**src/rtl/alu_pkg.sv**
```systemverilog
// rtl/alu_pkg.sv - shared op codes and FSM state encoding for the multi-cycle ALU
//
// Contents:
//   OP_AND..OP_NOR  3-bit op codes presented on alu_mc.op
//   state_t         control FSM states (S_IDLE, S_MUL_RUN)
package alu_pkg;

    localparam logic [2:0] OP_AND = 3'b000;
    localparam logic [2:0] OP_OR  = 3'b001;
    localparam logic [2:0] OP_ADD = 3'b010;
    localparam logic [2:0] OP_XOR = 3'b011;
    localparam logic [2:0] OP_SUB = 3'b100;
    localparam logic [2:0] OP_MUL = 3'b101;
    localparam logic [2:0] OP_SLT = 3'b110;
    localparam logic [2:0] OP_NOR = 3'b111;

    typedef enum logic {
        S_IDLE    = 1'b0,
        S_MUL_RUN = 1'b1
    } state_t;

endpackage

```
**src/rtl/alu_mul_iter.sv**
```systemverilog
// rtl/alu_mul_iter.sv - iterative unsigned shift-add multiplier, MUL_BITS bits per cycle
//
// Ports:
//   clk      in   1        rising-edge clock
//   rst_n    in   1        synchronous active-low reset; aborts a running multiply
//   start    in   1        latch a/b and begin; ignored bits of state are reloaded
//   a, b     in   WIDTH    unsigned operands (sampled only on start)
//   done     out  1        high in the last iteration cycle; product is valid then
//   product  out  2*WIDTH  a*b, combinational view of the accumulator after this cycle's add
module alu_mul_iter #(
    parameter int WIDTH    = 32,
    parameter int MUL_BITS = 1
) (
    input  logic                 clk,
    input  logic                 rst_n,
    input  logic                 start,
    input  logic [WIDTH-1:0]     a,
    input  logic [WIDTH-1:0]     b,
    output logic                 done,
    output logic [2*WIDTH-1:0]   product
);

    localparam int STEPS = WIDTH / MUL_BITS;
    localparam int CW    = $clog2(STEPS + 1);

    logic                 busy;
    logic [CW-1:0]        count;
    logic [2*WIDTH-1:0]   acc;
    logic [2*WIDTH-1:0]   a_sh;      // multiplicand pre-shifted to the current bit position
    logic [WIDTH-1:0]     b_sh;      // multiplier, low MUL_BITS bits are retired each cycle
    logic [2*WIDTH-1:0]   partial;
    logic [2*WIDTH-1:0]   acc_next;

    // Partial product of the multiplicand and the current multiplier chunk,
    // built as a small shift-add tree rather than a generic multiplier.
    always_comb begin
        partial = '0;
        for (int i = 0; i < MUL_BITS; i++) begin
            if (b_sh[i]) begin
                partial = partial + (a_sh << i);
            end
        end
    end

    assign acc_next = acc + partial;
    assign product  = acc_next;
    assign done     = busy && (count == CW'(1));

    always_ff @(posedge clk) begin
        if (!rst_n) begin
            busy  <= 1'b0;
            count <= '0;
            acc   <= '0;
            a_sh  <= '0;
            b_sh  <= '0;
        end else if (start) begin
            busy  <= 1'b1;
            count <= CW'(STEPS);
            acc   <= '0;
            a_sh  <= {{WIDTH{1'b0}}, a};
            b_sh  <= b;
        end else if (busy) begin
            acc   <= acc_next;
            a_sh  <= a_sh << MUL_BITS;
            b_sh  <= b_sh >> MUL_BITS;
            count <= count - CW'(1);
            if (count == CW'(1)) begin
                busy <= 1'b0;
            end
        end
    end

endmodule

```
**src/rtl/alu_mc.sv**
```systemverilog
// rtl/alu_mc.sv - handshaked multi-cycle ALU: single-cycle logic/arith ops plus iterative MUL
//
// Ports:
//   clk        in   1      rising-edge clock
//   rst_n      in   1      synchronous active-low reset
//   in_valid   in   1      op/a/b valid
//   in_ready   out  1      block can accept this cycle
//   op         in   3      operation code (see alu_pkg)
//   a, b       in   WIDTH  two's complement operands
//   out_valid  out  1      result valid, held until out_ready
//   out_ready  in   1      consumer takes result
//   result     out  WIDTH  op result (MUL: low half of product)
//   result_hi  out  WIDTH  MUL: high half of product, 0 otherwise
//   zero       out  1      result == 0
//   ovf        out  1      signed overflow for ADD/SUB, 0 otherwise
module alu_mc
    import alu_pkg::*;
#(
    parameter int WIDTH    = 32,
    parameter int MUL_BITS = 1
) (
    input  logic              clk,
    input  logic              rst_n,
    input  logic              in_valid,
    output logic              in_ready,
    input  logic [2:0]        op,
    input  logic [WIDTH-1:0]  a,
    input  logic [WIDTH-1:0]  b,
    output logic              out_valid,
    input  logic              out_ready,
    output logic [WIDTH-1:0]  result,
    output logic [WIDTH-1:0]  result_hi,
    output logic              zero,
    output logic              ovf
);

    state_t              state, state_next;
    logic                accept;
    logic                mul_start;
    logic                mul_done;
    logic [2*WIDTH-1:0]  mul_product;

    logic [WIDTH-1:0]    sum, diff;
    logic                slt;
    logic [WIDTH-1:0]    alu_res;
    logic                alu_ovf;

    logic                valid_next;
    logic [WIDTH-1:0]    res_next, hi_next;
    logic                zero_next, ovf_next;

    // A new op may enter only when the FSM is idle and the output register
    // is either empty or being emptied this same cycle.
    assign in_ready  = (state == S_IDLE) && (!out_valid || out_ready);
    assign accept    = in_valid && in_ready;
    assign mul_start = accept && (op == OP_MUL);

    alu_mul_iter #(
        .WIDTH    (WIDTH),
        .MUL_BITS (MUL_BITS)
    ) u_mul (
        .clk     (clk),
        .rst_n   (rst_n),
        .start   (mul_start),
        .a       (a),
        .b       (b),
        .done    (mul_done),
        .product (mul_product)
    );

    // Single-cycle datapath. MUL has no single-cycle result; it falls to zero here.
    always_comb begin
        sum     = a + b;
        diff    = a - b;
        slt     = $signed(a) < $signed(b);
        alu_res = '0;
        alu_ovf = 1'b0;
        case (op)
            OP_AND: alu_res = a & b;
            OP_OR:  alu_res = a | b;
            OP_XOR: alu_res = a ^ b;
            OP_NOR: alu_res = ~(a | b);
            OP_SLT: alu_res = {{(WIDTH-1){1'b0}}, slt};
            OP_ADD: begin
                alu_res = sum;
                alu_ovf = (a[WIDTH-1] == b[WIDTH-1]) && (sum[WIDTH-1] != a[WIDTH-1]);
            end
            OP_SUB: begin
                alu_res = diff;
                alu_ovf = (a[WIDTH-1] != b[WIDTH-1]) && (diff[WIDTH-1] != a[WIDTH-1]);
            end
            default: begin
                alu_res = '0;
                alu_ovf = 1'b0;
            end
        endcase
    end

    // Next-state and output-register next values.
    always_comb begin
        state_next = state;
        valid_next = out_valid;
        res_next   = result;
        hi_next    = result_hi;
        zero_next  = zero;
        ovf_next   = ovf;

        // Retire a taken result; a load below overrides this in the same cycle.
        if (out_valid && out_ready) begin
            valid_next = 1'b0;
        end

        case (state)
            S_IDLE: begin
                if (accept) begin
                    if (op == OP_MUL) begin
                        state_next = S_MUL_RUN;
                    end else begin
                        valid_next = 1'b1;
                        res_next   = alu_res;
                        hi_next    = '0;
                        zero_next  = (alu_res == '0);
                        ovf_next   = alu_ovf;
                    end
                end
            end
            S_MUL_RUN: begin
                if (mul_done) begin
                    state_next = S_IDLE;
                    valid_next = 1'b1;
                    res_next   = mul_product[WIDTH-1:0];
                    hi_next    = mul_product[2*WIDTH-1:WIDTH];
                    zero_next  = (mul_product[WIDTH-1:0] == '0);
                    ovf_next   = 1'b0;
                end
            end
            default: begin
                state_next = S_IDLE;
            end
        endcase
    end

    always_ff @(posedge clk) begin
        if (!rst_n) begin
            state <= S_IDLE;
        end else begin
            state <= state_next;
        end
    end

    always_ff @(posedge clk) begin
        if (!rst_n) begin
            out_valid <= 1'b0;
            result    <= '0;
            result_hi <= '0;
            zero      <= 1'b0;
            ovf       <= 1'b0;
        end else begin
            out_valid <= valid_next;
            result    <= res_next;
            result_hi <= hi_next;
            zero      <= zero_next;
            ovf       <= ovf_next;
        end
    end

endmodule
```
**config.mk**
```make
export PLATFORM = sky130hd
export DESIGN_NAME = alu_mc
export DESIGN_NICKNAME = d
export VERILOG_FILES = /design/src/rtl/alu_pkg.sv /design/src/rtl/alu_mul_iter.sv /design/src/rtl/alu_mc.sv
export SDC_FILE = /design/constraint.sdc
export NUM_CORES = 1
export LEC_CHECK = 0
export ABC_AREA = 0
export CORE_AREA = 2 2 191 193
export CTS_BUF_LIST = sky130_fd_sc_hd__clkbuf_4
export CTS_CLUSTER_SIZE = 20
export DETAILED_ROUTE_END_ITERATION = 6
export DIE_AREA = 0 0 193 195
export PLACE_DENSITY_LB_ADDON = 0.08
export SKIP_LAST_GASP = 1
export SLEW_MARGIN = 10
export SYNTH_ARGS = -nofsm -noshare
export SYNTH_HDL_FRONTEND = slang
export SYNTH_SLANG_ARGS = --single-unit
```
**constraint.sdc**
```tcl
create_clock -name clk -period 4.7 [get_ports clk]
set_input_delay 0.94 -clock clk [delete_from_list [all_inputs] [get_ports clk]]
set_output_delay 0.94 -clock clk [all_outputs]
set_load 0.03 [all_outputs]
```
==> results of run 1 <==
-- repair_timing --
action / 4_1_cts / 5_1_grt
endpoints found under the setup margin: 1 / 13
resized for setup: 1 / 4
pin swaps: 0 / 0
-- logic make-up (layout without fill, tap and decap cells) --
group | Yosys count | after routing | share of synthesized area [%]
XOR/XNOR | 56 | 56 | 2.44
AND/OR/NAND/NOR | 887 | 887 | 21.2
AO/OA/AOI/OAI | 783 | 783 | 27.5
buffers and inverters | 312 | 669 | 5.89
flip-flops | 235 | 235 | 23.4
other | 0 | 1 | 0
multiplexers | 170 | 170 | 8.56
adder cells (fa/ha/maj) | 176 | 176 | 11.0
-- through the flow --
step | power, W | instance area (um^2) | hold slack [ns]
6_report | 0.00571 | 24500 | 0.461
5_1_grt | 0.00595 | 24500 | 0.483
4_1_cts | 0.00571 | 24500 | 0.471
3_5_place_dp | 0.00364 | 23600 | 0.452
3_3_place_gp | 0.00362 | 23600 | 0.441
2_1_floorplan | 0.00293 | 20100 | 0.442
-- cell type report --
| type | count | area (um^2) |
|---|---|---|
| inverters | 128 | 480 |
| diodes | 1 | 2.50 |
| flip-flops and latches | 235 | 4710 |
| well taps | 461 | 577 |
| clock inverters | 26 | 229 |
| repair buffers | 425 | 3570 |
| clock buffers | 90 | 676 |
| multi-input cells | 2072 | 14300 |
| fillers | 2987 | 10900 |
-- worst max-delay path: cells and delay by family (launching register included) --
family / cells / cell delay, ns
DFF: 1 / 0.47
adders and majority gates: 1 / 0.32
buffers and inverters: 2 / 0.52
AOI/OAI and AO/OA: 7 / 1.46
and+or+nand+nor: 4 / 1.46
xor gates and xnor gates: 1 / 0.24
-- worst max-delay path by stage --
stage / endpoint / slack (ns) / cells after the start
2_1_floorplan: result[30]$_SDFFE_PN0P_ / 0.76 / 14
3_3_place_gp: zero$_SDFFE_PN0P_ / -0.36 / 16
3_5_place_dp: zero$_SDFFE_PN0P_ / -0.41 / 17
4_1_cts: zero$_SDFFE_PN0P_ / 0.01 / 17
5_1_grt: zero$_SDFFE_PN0P_ / 0.02 / 16
6_report: zero$_SDFFE_PN0P_ / 0.11 / 15
-- cells in the final DEF, fill, tap and decap left out, types with 38 or more instances in the layout --
master           instances
dfxtp_1                233
clkdlybuf4s50_1        137
clkbuf_4                90
ha_1                   173
a211oi_1                38
nand4_1                 39
nand2_1                251
nor3_1                  53
and2_1                  96
a21o_1                  72
o21ai_0                107
mux2i_1                162
inv_1                  125
nand3_1                 49
nor2_1                 238
o211a_1                 66
a21oi_1                169
buf_4                  285
-- metal layers --
layer / wire [um] / vias to the layer above
li1: - / 10143
met1: 31400 / 10331
met2: 31800 / 1152
met3: 7180 / 221
met4: 2920 / 0
met5: 0 / -
-- report_power, final --
part	switching [W]	internal (W)
sequential	0.0000428	0.00204
clock	0.000944	0.00112
combinational	0.000897	0.000665
total	0.00188	0.00383
-- state kept, by name, indices dropped and copies added (netlist names) --
| signal | cells |
|---|---|
| out_valid | 1 |
| ovf | 1 |
| result | 32 |
| result_hi | 32 |
| state | 1 |
| u_mul.a_sh | 64 |
| u_mul.acc | 64 |
| u_mul.b_sh | 32 |
| u_mul.busy | 1 |
| u_mul.count | 6 |
| zero | 1 |
==> flow_summary.toml, run 1 <==
[run_status]
status = "complete, but fails checks"
violations = "DRC"

[clock_tree]
hold_buffers = 0
cts_sinks = 235
clock-root-buffer = "clkbuf_4"
clkLatencyLatePin_ns = 0.77
cts_buffers = 67
cts_tree = "yes"
post-cts-setup-buffers = 0
cts.clk_slew.worst_paths_ns = 0.06
clockBufferDepth = 3
htree_levels = 3

[floorplanning]
dieArea_um2 = 37600
die_h_um = 195
initial_core_util_pct = 56.9
rows = 69
coreArea_um2 = 35400
ioPinCount = 139
die_w_um = 193

[yosys]
synth_most_common_cell = "nand2_1"
synth_cell_types = 94
synth-edff-count = 0
syn_area_um2 = 20100
postSynth.asyncResetShare_pct = 0
syn_area_per_cell_um2 = 7.69
syn_nets = 2866
synthTopCellsByArea = "dfxtp_1 (23%), ha_1 (11%), mux2i_1 (8.1%), nand2_1 (4.7%), nor2_1 (4.5%)"
synth_top_area_share_pct = 23.4
ys_seq_area_share_pct = 23.4
synth_area_leader_cell = "dfxtp_1"
yosysWarnings = 0
ys_top_cells_by_count = "nand2_1 (253), nor2_1 (240), dfxtp_1 (235)"
ys_seq_elements = 235
syn_inst = 2619
synth_top_flop_cell = "dfxtp_1"

[global_route]
met3_usage_pct = 7.24
grt_pass1_vias = 20780
grt_overflow_total = 0
use_met1_pct = 52.4
grtUsageTotal_pct = 38.3
grt_pass1_wl_um = 113000
grt_max_degree = 104
use_met2_pct = 59.2
grt_busiest_layer = "met2"
antenna_found_initial = 1

[setup_path]
cpMostUsedCell = "a21oi_1"
max_stage_delay_ns = 0.63
worstReg2RegStart = "u_mul.b_sh[0]$_SDFFE_PN0P_"
crit_path_end_kind = "flip-flop"
r2r_slack_ns = 0.11
cp.arrival_ns = 5.24
reg2regPathDepth = 15
path_class = "reg2reg"
worst-path-max-fanout = 23
worst_setup_path_start_kind = "flip-flop"
slowest_stage = "nor4_1"
cp.required_ns = 5.35
reg2reg_to = "zero$_SDFFE_PN0P_"
path_cells = "buf_4, and2_1, ha_1, a21oi_1, o21ai_1, a21oi_1, o21bai_1, o32ai_1, xnor2_1, nor3b_1, nand4_1, nor4_1, buf_4, a21oi_1, o31ai_2"
critPathLaunch = "u_mul.b_sh[0]$_SDFFE_PN0P_"

[layout]
fin_util_pct = 69.3
layoutNonFillerInstCount = 3438
nNetsFinal = 3176
syn_to_final_growth_pct = 21.8
drive_above_1_share_pct = 14.6

[timing]
worst-slew-pin-transition_ns = 1.13
rsz0062_at_grt = "no"
hold_viol = 0
setup_viol = 0
finClkSkew_ns = 0.0608
period_share_pct = 97.6
slew_headroom_pct = 23.6
max_clock_freq_ghz = 0.218
layout_min_cycle_time_ns = 4.59
slew_violations = 0
setup_ws_ns = 0.114
tns_ns = 0

[job]
drv_cap = 0

[drt]
antenna_left = 0
vias = 21847
viasPerCell = 6.35
drt_iter0_drc = 2376
firstDrtPassIters = 7
wl_um = 73300
route.detailed.drc = 1
wl_per_cell_um = 21.3

[worst_hold_path]
min_from = "result_hi[27]$_SDFFE_PN0P_"
min_path_type = "reg2reg"
hold_end = "result_hi[27]$_SDFFE_PN0P_"
worstHoldPathCells = 2

[pwr]
leakage_nw = 11.4
peakVddDrop_uv = 275
powerDensity_nw_per_um2 = 233

[placed_design]
globalplace.congestion = 1.04
dp_cells = 3321
pre_cts_ws_ns = -0.413
port_buffers = 138
dp_hpwl_um = 56100
Note: power is estimated with default switching activity, not from simulation.
==> run 2, diff against run 1 <==
Settings changed: CTS_CLUSTER_DIAMETER set to 150.
==> run 2 against run 1 <==
Effect of this change: the run still ends with DRC left; combinational power is essentially flat; critical path depth grew 2; via count is 1.9% lower; largest cell class unchanged; first-iteration DRC count rose by 5.4%; critical endpoint unchanged.
==> flow_summary.toml, run 2 (synthesis gave the netlist of run 1 again) <==
[run_status]
status = "complete, but fails checks"
violations = "DRC"

[layout]
reg_top3 = "u_mul.a_sh: 64 flops, u_mul.acc: 64 flops"
layoutNonFillerInstCount = 3340
syn_to_final_growth_pct = 18.0
layout_common_cells = "buf_4 (285), nand2_1 (251), nor2_1 (238), dfxtp_1 (233), ha_1 (173)"
final_common_cell = "buf_4"
stdcell_area_um2 = 23700
drive_above_1_share_pct = 12.1
nNetsFinal = 3124

[setup_path]
path_buf_inv = 3
worst-path-max-fanout = 13
worst_setup_path_start_kind = "flip-flop"
slowest_stage = "dfxtp_2"
path_cells = "and2_1, ha_1, inv_1, fa_1, nor2b_1, o21a_1, o21ai_0, a211o_1, and2_1, o21ai_0, a311oi_1, buf_4, or4_1, nor4_1, buf_4, a21oi_1, o31ai_2"
path_class = "reg2reg"
max_stage_delay_ns = 0.52
cp.arrival_ns = 5.26
crit_path_end_kind = "flip-flop"
cp.required_ns = 5.40
critical-path-top-delay-family = "simple AND/OR/NAND/NOR gates"

[timing]
finClkSkew_ns = 0.0673
period_share_pct = 97.2
max_clock_freq_ghz = 0.219
rsz0062_at_grt = "no"
worst-slew-pin-transition_ns = 1.12
setup_viol = 0
layout_min_cycle_time_ns = 4.57
setup_ws_ns = 0.131
slew_headroom_pct = 25.0
hold_viol = 0
slew_violations = 0

[worst_hold_path]
min_path_type = "reg2reg"

[drt]
wl_per_cell_um = 21.6
vias = 21422
viasPerCell = 6.41
antenna_left = 0
route.detailed.drc = 11
wl_um = 72200
firstDrtPassIters = 7
drt_iter0_drc = 2505

[global_route]
grt_pass1_wl_um = 111000
antenna_found_initial = 1
grtUsageTotal_pct = 37.5
grt_pass1_vias = 20103
grt_max_degree = 104
grt_overflow_total = 0

[floorplanning]
coreArea_um2 = 35400
rows = 69
ioPinCount = 139
dieArea_um2 = 37600
initial_core_util_pct = 56.9
die_w_um = 193
die_h_um = 195

[pwr]
powerDensity_nw_per_um2 = 188
leakage_nw = 11.0
peakVddDrop_uv = 257

[placed_design]
pre_cts_ws_ns = -0.413
dp_cells = 3321
dp_hpwl_um = 56100
placed_area_um2 = 23600
port_buffers = 138
globalplace.congestion = 1.04

[clock_tree]
cts_tree = "yes"
clock-root-buffer = "clkbuf_4"
cts_sinks = 235
cts_buffers = 15
clkLatencyLatePin_ns = 0.76
post-cts-setup-buffers = 0
cts.clk_slew.worst_paths_ns = 0.21
clockBufferDepth = 3
htree_levels = 1

[job]
drv_cap = 0
-- run 2: cell types whose count changed in the layout (fill, tap and decap cells not counted) --
| cell | change |
|---|---|
| clkbuf_4 | -74 |
| clkinv_1 | -14 |
| bufinv_16 | -4 |
| clkinv_2 | -3 |
| clkinv_4 | -2 |
| clkinvlp_4 | -1 |
| diode_2 | +1 |
| inv_6 | -1 |
| nor4b_1 | +1 |
| nor4b_2 | -1 |
| o21ai_0 | +1 |
| o21ai_1 | -1 |
-- run 2: layout make-up --
class	count	area, um^2
well taps	461	577
repair buffers	425	3570
fillers	3064	11600
inverters	128	480
diodes	2	5.00
flip-flops and latches	235	4710
clock buffers	16	120
multi-input cells	2072	14300
clock inverters	1	7.51
-- run 2: worst paths after layout --
kind	from	end	slack, ns	cells after the start
worst min register to register	result_hi[24]$_SDFFE_PN0P_	result_hi[24]$_SDFFE_PN0P_	0.48	2
worst max register to register	u_mul.b_sh[0]$_SDFFE_PN0P_	zero$_SDFFE_PN0P_	0.13	17
worst min-delay path	result_hi[24]$_SDFFE_PN0P_	result_hi[24]$_SDFFE_PN0P_	0.48	2
worst max-delay path	u_mul.b_sh[0]$_SDFFE_PN0P_	zero$_SDFFE_PN0P_	0.13	17
-- run 2: tightest hold or removal path, delay by kind of cell, from the launching register on --
family | cells | cell delay, ns
flops | 1 | 0.36
simple gates | 1 | 0.05
compound gates | 1 | 0.05
-- run 2: routing by layer --
layer | share of wire (%) | global-route usage [%] | vias up
li1 | - | - | 9968
met1 | 44 | 52.9 | 10226
met2 | 44 | 58.8 | 1067
met3 | 9.1 | 5.43 | 161
met4 | 3.3 | 11.6 | 0
met5 | 0 | 0 | -
-- run 2: what timing repair did --
item                                    CTS  global route
endpoints found under the setup margin    0            19
gates resized for setup                   0             3
hold endpoints to repair                  0             0
hold buffers                              0             0
-- run 2: power breakdown --
part / switching (W) / internal (W) / leakage [nW]
clock: 0.000661 / 0.000160 / 0.0738
combinational: 0.000899 / 0.000665 / 9.00
sequential: 0.0000428 / 0.00205 / 1.90
total: 0.00160 / 0.00287 / 11.0
-- run 2: per-stage QoR --
stage | total power, W | hold WS, ns | util [%] | TNS (ns)
global route | 0.00464 | 0.488 | 67.1 | 0
detailed placement | 0.00364 | 0.452 | 66.7 | -1.02
global placement | 0.00362 | 0.441 | 66.7 | -0.605
finish | 0.00448 | 0.478 | 67.1 | 0
CTS | 0.00445 | 0.479 | 67.0 | 0
floorplan | 0.00293 | 0.442 | - | 0
